[config.mk]
export PLATFORM = sky130hd
export DESIGN_NAME = instr_fetch_unit
export DESIGN_NICKNAME = d
export VERILOG_FILES = /design/src/rtl/fetch_pkg.sv /design/src/rtl/instr_fetch_unit.sv
export SDC_FILE = /design/constraint.sdc
export NUM_CORES = 1
export LEC_CHECK = 0
export CORE_ASPECT_RATIO = 0.75
export CORE_UTILIZATION = 30
export CTS_BUF_LIST = sky130_fd_sc_hd__clkbuf_16
export CTS_CLUSTER_SIZE = 25
export DETAILED_ROUTE_END_ITERATION = 7
export SLEW_MARGIN = 25
export SYNTH_ARGS = -nofsm -noshare
export SYNTH_HDL_FRONTEND = slang
export SYNTH_SLANG_ARGS = --single-unit
[constraint.sdc]
create_clock -name clk -period 4.2 [get_ports clk]
set_input_delay 0.63 -clock clk [delete_from_list [all_inputs] [get_ports clk]]
set_output_delay 0.63 -clock clk [all_outputs]
set_load 0.01 [all_outputs]
[src/rtl/fetch_pkg.sv]
// Shared definitions for the instruction fetch unit.
// Holds the fetch FSM state encoding, the sequential PC increment and the word-alignment mask.
package fetch_pkg;

    typedef enum logic [1:0] {
        IDLE = 2'd0,
        REQ  = 2'd1,
        HOLD = 2'd2
    } fetch_state_e;

    localparam int PC_STEP    = 4;
    localparam int ALIGN_MASK = 3;

endpackage

[src/rtl/instr_fetch_unit.sv]
// Single-outstanding instruction fetcher: one request, one held word, at most one instr per 2 cycles.
// Ack-to-instr_valid latency is 1 cycle; instr holds until decode asserts instr_ready.
module instr_fetch_unit
    import fetch_pkg::*;
#(
    parameter int Data_Width = 32
) (
    input  logic                  clk,
    input  logic                  reset,
    input  logic [Data_Width-1:0] PC,
    output logic [Data_Width-1:0] PC_Instr,
    input  logic                  redirect,
    input  logic [Data_Width-1:0] redirect_pc,
    output logic                  imem_req,
    output logic [Data_Width-1:0] imem_addr,
    input  logic                  imem_ack,
    input  logic [Data_Width-1:0] imem_rdata,
    output logic [Data_Width-1:0] instr,
    output logic                  instr_valid,
    input  logic                  instr_ready
);

    fetch_state_e          state_q, state_d;
    logic [Data_Width-1:0] addr_q, addr_d;
    logic [Data_Width-1:0] instr_q, instr_d;
    logic                  valid_q, valid_d;
    logic                  flush_q, flush_d;
    logic [Data_Width-1:0] pc_next;
    logic [Data_Width-1:0] redirect_tgt;
    logic [Data_Width-1:0] pc_plus_step;

    always_ff @(posedge clk or negedge reset) begin
        if (!reset) begin
            state_q <= IDLE;
            addr_q  <= '0;
            instr_q <= '0;
            valid_q <= 1'b0;
            flush_q <= 1'b0;
        end else begin
            state_q <= state_d;
            addr_q  <= addr_d;
            instr_q <= instr_d;
            valid_q <= valid_d;
            flush_q <= flush_d;
        end
    end

    always_comb begin
        pc_plus_step = PC + Data_Width'(PC_STEP);
        redirect_tgt = redirect_pc & ~Data_Width'(ALIGN_MASK);
        state_d      = state_q;
        addr_d       = addr_q;
        instr_d      = instr_q;
        valid_d      = valid_q;
        flush_d      = flush_q;

        pc_next = PC;
        if (redirect) begin
            pc_next = redirect_tgt;
        end else if (state_q == HOLD && instr_ready) begin
            pc_next = pc_plus_step;
        end

        case (state_q)
            IDLE: begin
                state_d = REQ;
                addr_d  = pc_next;
                valid_d = 1'b0;
            end
            REQ: begin
                if (imem_ack) begin
                    // A redirect seen before or with the ack makes this word stale.
                    if (flush_q || redirect) begin
                        flush_d = 1'b0;
                        addr_d  = pc_next;
                    end else begin
                        instr_d = imem_rdata;
                        valid_d = 1'b1;
                        state_d = HOLD;
                    end
                end else if (redirect) begin
                    flush_d = 1'b1;
                end
            end
            HOLD: begin
                if (redirect || instr_ready) begin
                    valid_d = 1'b0;
                    state_d = REQ;
                    addr_d  = pc_next;
                end
            end
            default: state_d = IDLE;
        endcase
    end

    // The program counter must not follow a redirect while the unit is held in reset.
    assign PC_Instr    = reset ? pc_next : PC;
    assign imem_req    = (state_q == REQ);
    assign imem_addr   = addr_q;
    assign instr       = instr_q;
    assign instr_valid = valid_q;

endmodule

==> flow_summary.json, run 1 <==
{
  "outcome": "complete, no violations",
  "peakVddDrop_mv": 0.3198,
  "drive_gt1_share_pct": 12.33,
  "io_buffers": 196,
  "firstDrtPassIters": 5,
  "yosysTopAreaCellShare_pct": 38.98,
  "hold_class": "in -> async",
  "cp.arrival_ns": 3.33,
  "place.gp.congestion": 0.8500,
  "synth-edff-count": 0,
  "post_cts_buffers": 0,
  "nets": 778,
  "syn_area_um2": 4365,
  "synthTopCellsByArea": "dfrtp_1, mux2_2, o21ai_0, nand2_1, a21oi_1",
  "cts-resized-gates": 0,
  "r2r-end": "imem_addr[18]",
  "end_kind": "output port",
  "r2r_cells": 6,
  "start_kind": "input port",
  "yosys_warnings": 0,
  "final_cell_mix": "clkdlybuf4s50_1, dfrtp_1, nand2_1, o21ai_0, mux2_2",
  "ant_nets": 0,
  "rsz0062_at_grt": "no",
  "clock_latency_ns": 0.34,
  "dp_worst_setup_slack_ns": 0.2607,
  "finClkSkew_ns": 0.009509,
  "report.final.slew_viol_count": 0,
  "power_leakage_nw": 2.754,
  "final.setup.worst_slack_ns": 0.2435,
  "drt-total-wl_um": 15680,
  "finalSetupViolCount": 0,
  "fin_area_um2": 6849,
  "synth_top_area_cell": "dfrtp_1",
  "final_common_cell": "clkdlybuf4s50_1",
  "clock-sinks": 68,
  "syn_to_final_growth_pct": 56.89,
  "timing.fmax_mhz": 252.8,
  "seq_area_frac_synth_pct": 38.98,
  "grt_overflow": 0,
  "pin_count": 199,
  "min_period_over_period_pct": 94.20,
  "rows": 37,
  "fp.dieW_um": 141.3,
  "startpoint": "PC[2]",
  "vias": 4603,
  "hold_viol_final": 0,
  "synth_nets": 589,
  "cp_data_required_time_ns": 3.57,
  "power_density_nw_per_um2": 533.9,
  "ctsHtreeMaxLevel": 3,
  "wl_per_cell_um": 17.90,
  "ys_ff_latch": 68,
  "cts_root_buf": "clkbuf_16",
  "core-area_um2": 13930,
  "tns_ns": 0,
  "die_h_um": 106.5,
  "slew_headroom_pct": 50.60,
  "drv_cap": 0,
  "synth_cells": 487,
  "grt_usage_pct": 21.02,
  "drt_iter0_markers": 325,
  "diodes": 0,
  "worst_slew_pin_slew_ns": 0.7410,
  "cts_tree": "done",
  "dpl.hpwl_um": 11520,
  "r2r_slack_ns": 1.87,
  "r2r_start": "state_q[0]",
  "initial_utilization_pct": 31.33,
  "postPlaceCellArea_um2": 6509,
  "synth.distinct_cells": 60,
  "grt_pass1_vias": 4417,
  "viasPerCell": 5.255,
  "critical_path.endpoint": "PC_Instr[24]",
  "synth_top_flop_cell": "dfrtp_1",
  "antenna_found_initial": 0,
  "fin_crit_ns": 3.956,
  "grt_max_degree": 62,
  "crit_path_max_fanout": 8,
  "die_area_um2": 15040,
  "clockBufferDepth": 2,
  "critPathKind": "in -> out",
  "avgSynthCellArea_um2": 8.964,
  "grt_pass1_wl_um": 24380,
  "cts_made_buffers": 9,
  "drc": 0,
  "async_flop_share_pct": 100.0,
  "ctsHoldBuffers": 0,
  "cts.reportedPaths.clkPinSlew_ns": 0.06
}
## power by group
part	switching (W)	internal (W)	total, W
logic	0.000683	0.000931	0.00161
registers	0.000187	0.000972	0.00116
clock network	0.000305	0.000579	0.000884
## routing by layer
| metal | track usage [%] | share of wire, % | vias to the layer above |
|---|---|---|---|
| met1 | 29.98 | 47 | 2236 |
| met5 | 0 | 0 | - |
| met4 | 4.891 | 1.0 | 0 |
| met2 | 32.21 | 45 | 182 |
| met3 | 4.459 | 6.7 | 14 |
| li1 | - | - | 2171 |
## flip-flops by register name, summed over array words and instances, names as in the netlist
signal       flops
imem_addr       32
state_q          2
flush_q          1
instr_valid      1
instr           32
## cell families after synthesis
kind of cell             share of synthesized area (%)
buffers and inverters                            4.901
AO/OA/AOI/OAI                                    19.03
XOR/XNOR                                         4.614
AND/OR/NAND/NOR                                  22.27
flip-flops                                       38.98
adder cells (fa/ha/maj)                         0.2866
multiplexers                                     9.917
## cell usage after synthesis (3+ instances only)
cell	instances
o21ai_0	44
buf_2	3
xor2_1	13
o311ai_0	5
nor4_1	3
dfrtp_1	68
mux2_2	34
nor2_2	3
nand2_1	57
o22ai_1	4
a22oi_1	12
a221oi_2	3
nand4_1	15
buf_1	6
and3_1	13
o21ai_1	3
mux2i_1	5
a21oi_1	30
o31ai_1	4
and2_1	4
a22o_1	3
or3_1	6
o21a_1	3
xnor2_1	10
inv_1	6
nor3_1	8
a31oi_1	3
nand3_1	24
buf_4	3
clkbuf_1	19
nor2_1	31
nand2b_1	3
## critical path, cell delays in order
cell	delay [ns]
clkdlybuf4s50_1	0.59
ha_1	0.24
nand4_2	0.17
nor4_4	0.33
buf_4	0.22
nand4_2	0.15
o311ai_0	0.38
clkdlybuf4s50_1	0.62
## stage by stage
| stage | total power [W] | hold slack, ns | cells | util (%) |
|---|---|---|---|---|
| final | 0.003657 | 0.1584 | 876 | 49.15 |
| after global routing | 0.003849 | 0.1490 | 876 | 49.15 |
| after CTS | 0.003690 | 0.1396 | 876 | 49.15 |
| after detailed placement | 0.002790 | 0.4664 | 860 | 46.71 |
| after global placement | 0.002760 | 0.4629 | 860 | 46.71 |
| after floorplan | 0.001821 | 0.3344 | 487 | - |
## how the worst min path moves through the flow
stage	endpoint	slack, ns	cells after the start	from
2_1_floorplan	flush_q	0.33	0	reset
3_5_place_dp	imem_addr[3]	0.47	2	imem_addr[3]
4_1_cts	imem_addr[24]	0.14	1	reset
6_report	imem_addr[24]	0.16	1	reset
5_1_grt	imem_addr[24]	0.15	1	reset
3_3_place_gp	imem_addr[3]	0.46	2	imem_addr[3]
## cell type report
type / count / area, µm²
clock inverter: 7 / 115.1
fill: 1310 / 7086
sequential: 68 / 1702
tap: 195 / 244.0
timing repair buffer: 213 / 2082
multi-input combinational: 377 / 2455
clock buffer: 9 / 225.2
inverter: 7 / 26.28
Power figures use the tool's default switching activity.
==> run 2, diff against run 1 <==
Settings changed: CORE_UTILIZATION 30 to 45, PLACE_DENSITY from default to 0.86.
==> flow_summary.json, run 2 (same netlist as run 1, synthesis figures left out) <==
{
  "cp_data_required_time_ns": 3.57,
  "firstDrtPassIters": 5,
  "syn_to_final_growth_pct": 53.88,
  "drt_iter0_markers": 450,
  "hold_viol_final": 0,
  "ctsHoldBuffers": 0,
  "crit_path_max_fanout": 8,
  "grt_overflow": 0,
  "ctsHtreeMaxLevel": 3,
  "clock_latency_ns": 0.33,
  "report.final.slew_viol_count": 0,
  "end_kind": "output port",
  "clockBufferDepth": 2,
  "cts-resized-gates": 0,
  "grt_pass1_wl_um": 23560,
  "drt-total-wl_um": 15120,
  "antenna_found_initial": 0,
  "grt_max_degree": 58,
  "peakVddDrop_mv": 0.4075,
  "cts_made_buffers": 9,
  "final.setup.worst_slack_ns": 0.2653,
  "power_leakage_nw": 2.718,
  "dpl.hpwl_um": 11080,
  "wl_per_cell_um": 18.79,
  "drc": 0,
  "tns_ns": 0,
  "power_density_nw_per_um2": 536.6,
  "place.gp.congestion": 0.9227,
  "grt_pass1_vias": 4716,
  "slew_headroom_pct": 55.51,
  "dp_worst_setup_slack_ns": 0.2916,
  "grt_usage_pct": 30.50,
  "clock-sinks": 68,
  "start_kind": "input port",
  "rsz0062_at_grt": "no",
  "cp.arrival_ns": 3.30,
  "die_area_um2": 10100,
  "cts_tree": "done",
  "min_period_over_period_pct": 93.68,
  "vias": 4670,
  "post_cts_buffers": 0,
  "outcome": "complete, no violations",
  "cts_root_buf": "clkbuf_16",
  "final_cell_mix": "clkdlybuf4s50_1, dfrtp_1, nand2_1, o21ai_0, mux2_2",
  "timing.fmax_mhz": 254.2,
  "initial_utilization_pct": 47.28,
  "die_h_um": 87.30,
  "finalSetupViolCount": 0,
  "core-area_um2": 9234,
  "finClkSkew_ns": 0.005258,
  "pin_count": 199,
  "hold_class": "in -> async",
  "placed_cells_incl_taps": 789,
  "diodes": 0,
  "rows": 30,
  "fin_crit_ns": 3.935,
  "drive_gt1_share_pct": 12.11,
  "viasPerCell": 5.801,
  "critPathKind": "in -> out",
  "final_common_cell": "clkdlybuf4s50_1",
  "fp.dieW_um": 115.7,
  "worst_slew_pin_slew_ns": 0.6650,
  "drv_cap": 0,
  "io_buffers": 196,
  "nets": 774,
  "ant_nets": 0,
  "num-fill-cells": 700,
  "final_cells": 805,
  "cts.reportedPaths.clkPinSlew_ns": 0.06
}
run 2: cell count changes in the layout (fill, tap and decap cells not counted), sizes merged:
cell and delta:
clkinvlp +2, clkinv -1, bufinv -1, buf -4
run 2: layout make-up:
| cell class | count | area, µm² | area share, % |
|---|---|---|---|
| clock buffers | 9 | 225.2 | 3.353 |
| clock inverters | 7 | 97.59 | 1.453 |
| inverters | 7 | 26.28 | 0.3911 |
| multi-input cells | 377 | 2455 | 36.54 |
| flip-flops and latches | 68 | 1702 | 25.33 |
| well taps | 128 | 160.2 | 2.384 |
| repair buffers | 209 | 2052 | 30.55 |
run 2: power breakdown:
part           total [W]  internal (W)  switching, W
Sequential       0.00115      0.000971      0.000182
Combinational    0.00163      0.000930      0.000696
Clock           0.000825      0.000523      0.000302
Total            0.00360       0.00242       0.00118
run 2: worst paths after layout:
path | from | endpoint | slack [ns] | depth (start not counted)
setup / recovery | PC[9] | PC_Instr[30] | 0.27 | 8
hold / removal | reset | imem_addr[24] | 0.21 | 1
setup reg to reg | state_q[0] | imem_addr[11] | 2.04 | 5
hold reg to reg | imem_addr[0] | imem_addr[0] | 0.48 | 2
max in group asynchronous | reset | instr[9] | 2.74 | 3
min in group clk | imem_addr[0] | imem_addr[0] | 0.48 | 2
run 2: per-stage QoR:
| stage | cell area [µm²] | hold WS, ns | utilization (%) | power [W] |
|---|---|---|---|---|
| 5_1_grt | 6718 | 0.2204 | 72.75 | 0.003791 |
| 6_report | 6718 | 0.2127 | 72.75 | 0.003605 |
| 3_5_place_dp | 6395 | 0.4739 | 69.25 | 0.002785 |
| 2_1_floorplan | 4365 | 0.3344 | - | 0.001821 |
| 3_3_place_gp | 6395 | 0.4604 | 69.25 | 0.002727 |
| 4_1_cts | 6718 | 0.2080 | 72.75 | 0.003625 |
run 2: layer usage:
layer / up-vias / share of wire, % / GRT usage [%]
li1: 2156 / - / -
met1: 2221 / 40 / 38.12
met2: 252 / 49 / 50.90
met3: 41 / 8.1 / 6.820
met4: 0 / 2.8 / 13.17
met5: - / 0 / 0
run 2: worst max-delay path, stage by stage:
cell and delay [ns]:
clkdlybuf4s50_1 0.63, nand4_1 0.28, nor2_1 0.40, buf_4 0.23
nand4_1 0.20, a21oi_1 0.21, a2bb2oi_1 0.17, clkdlybuf4s50_1 0.56
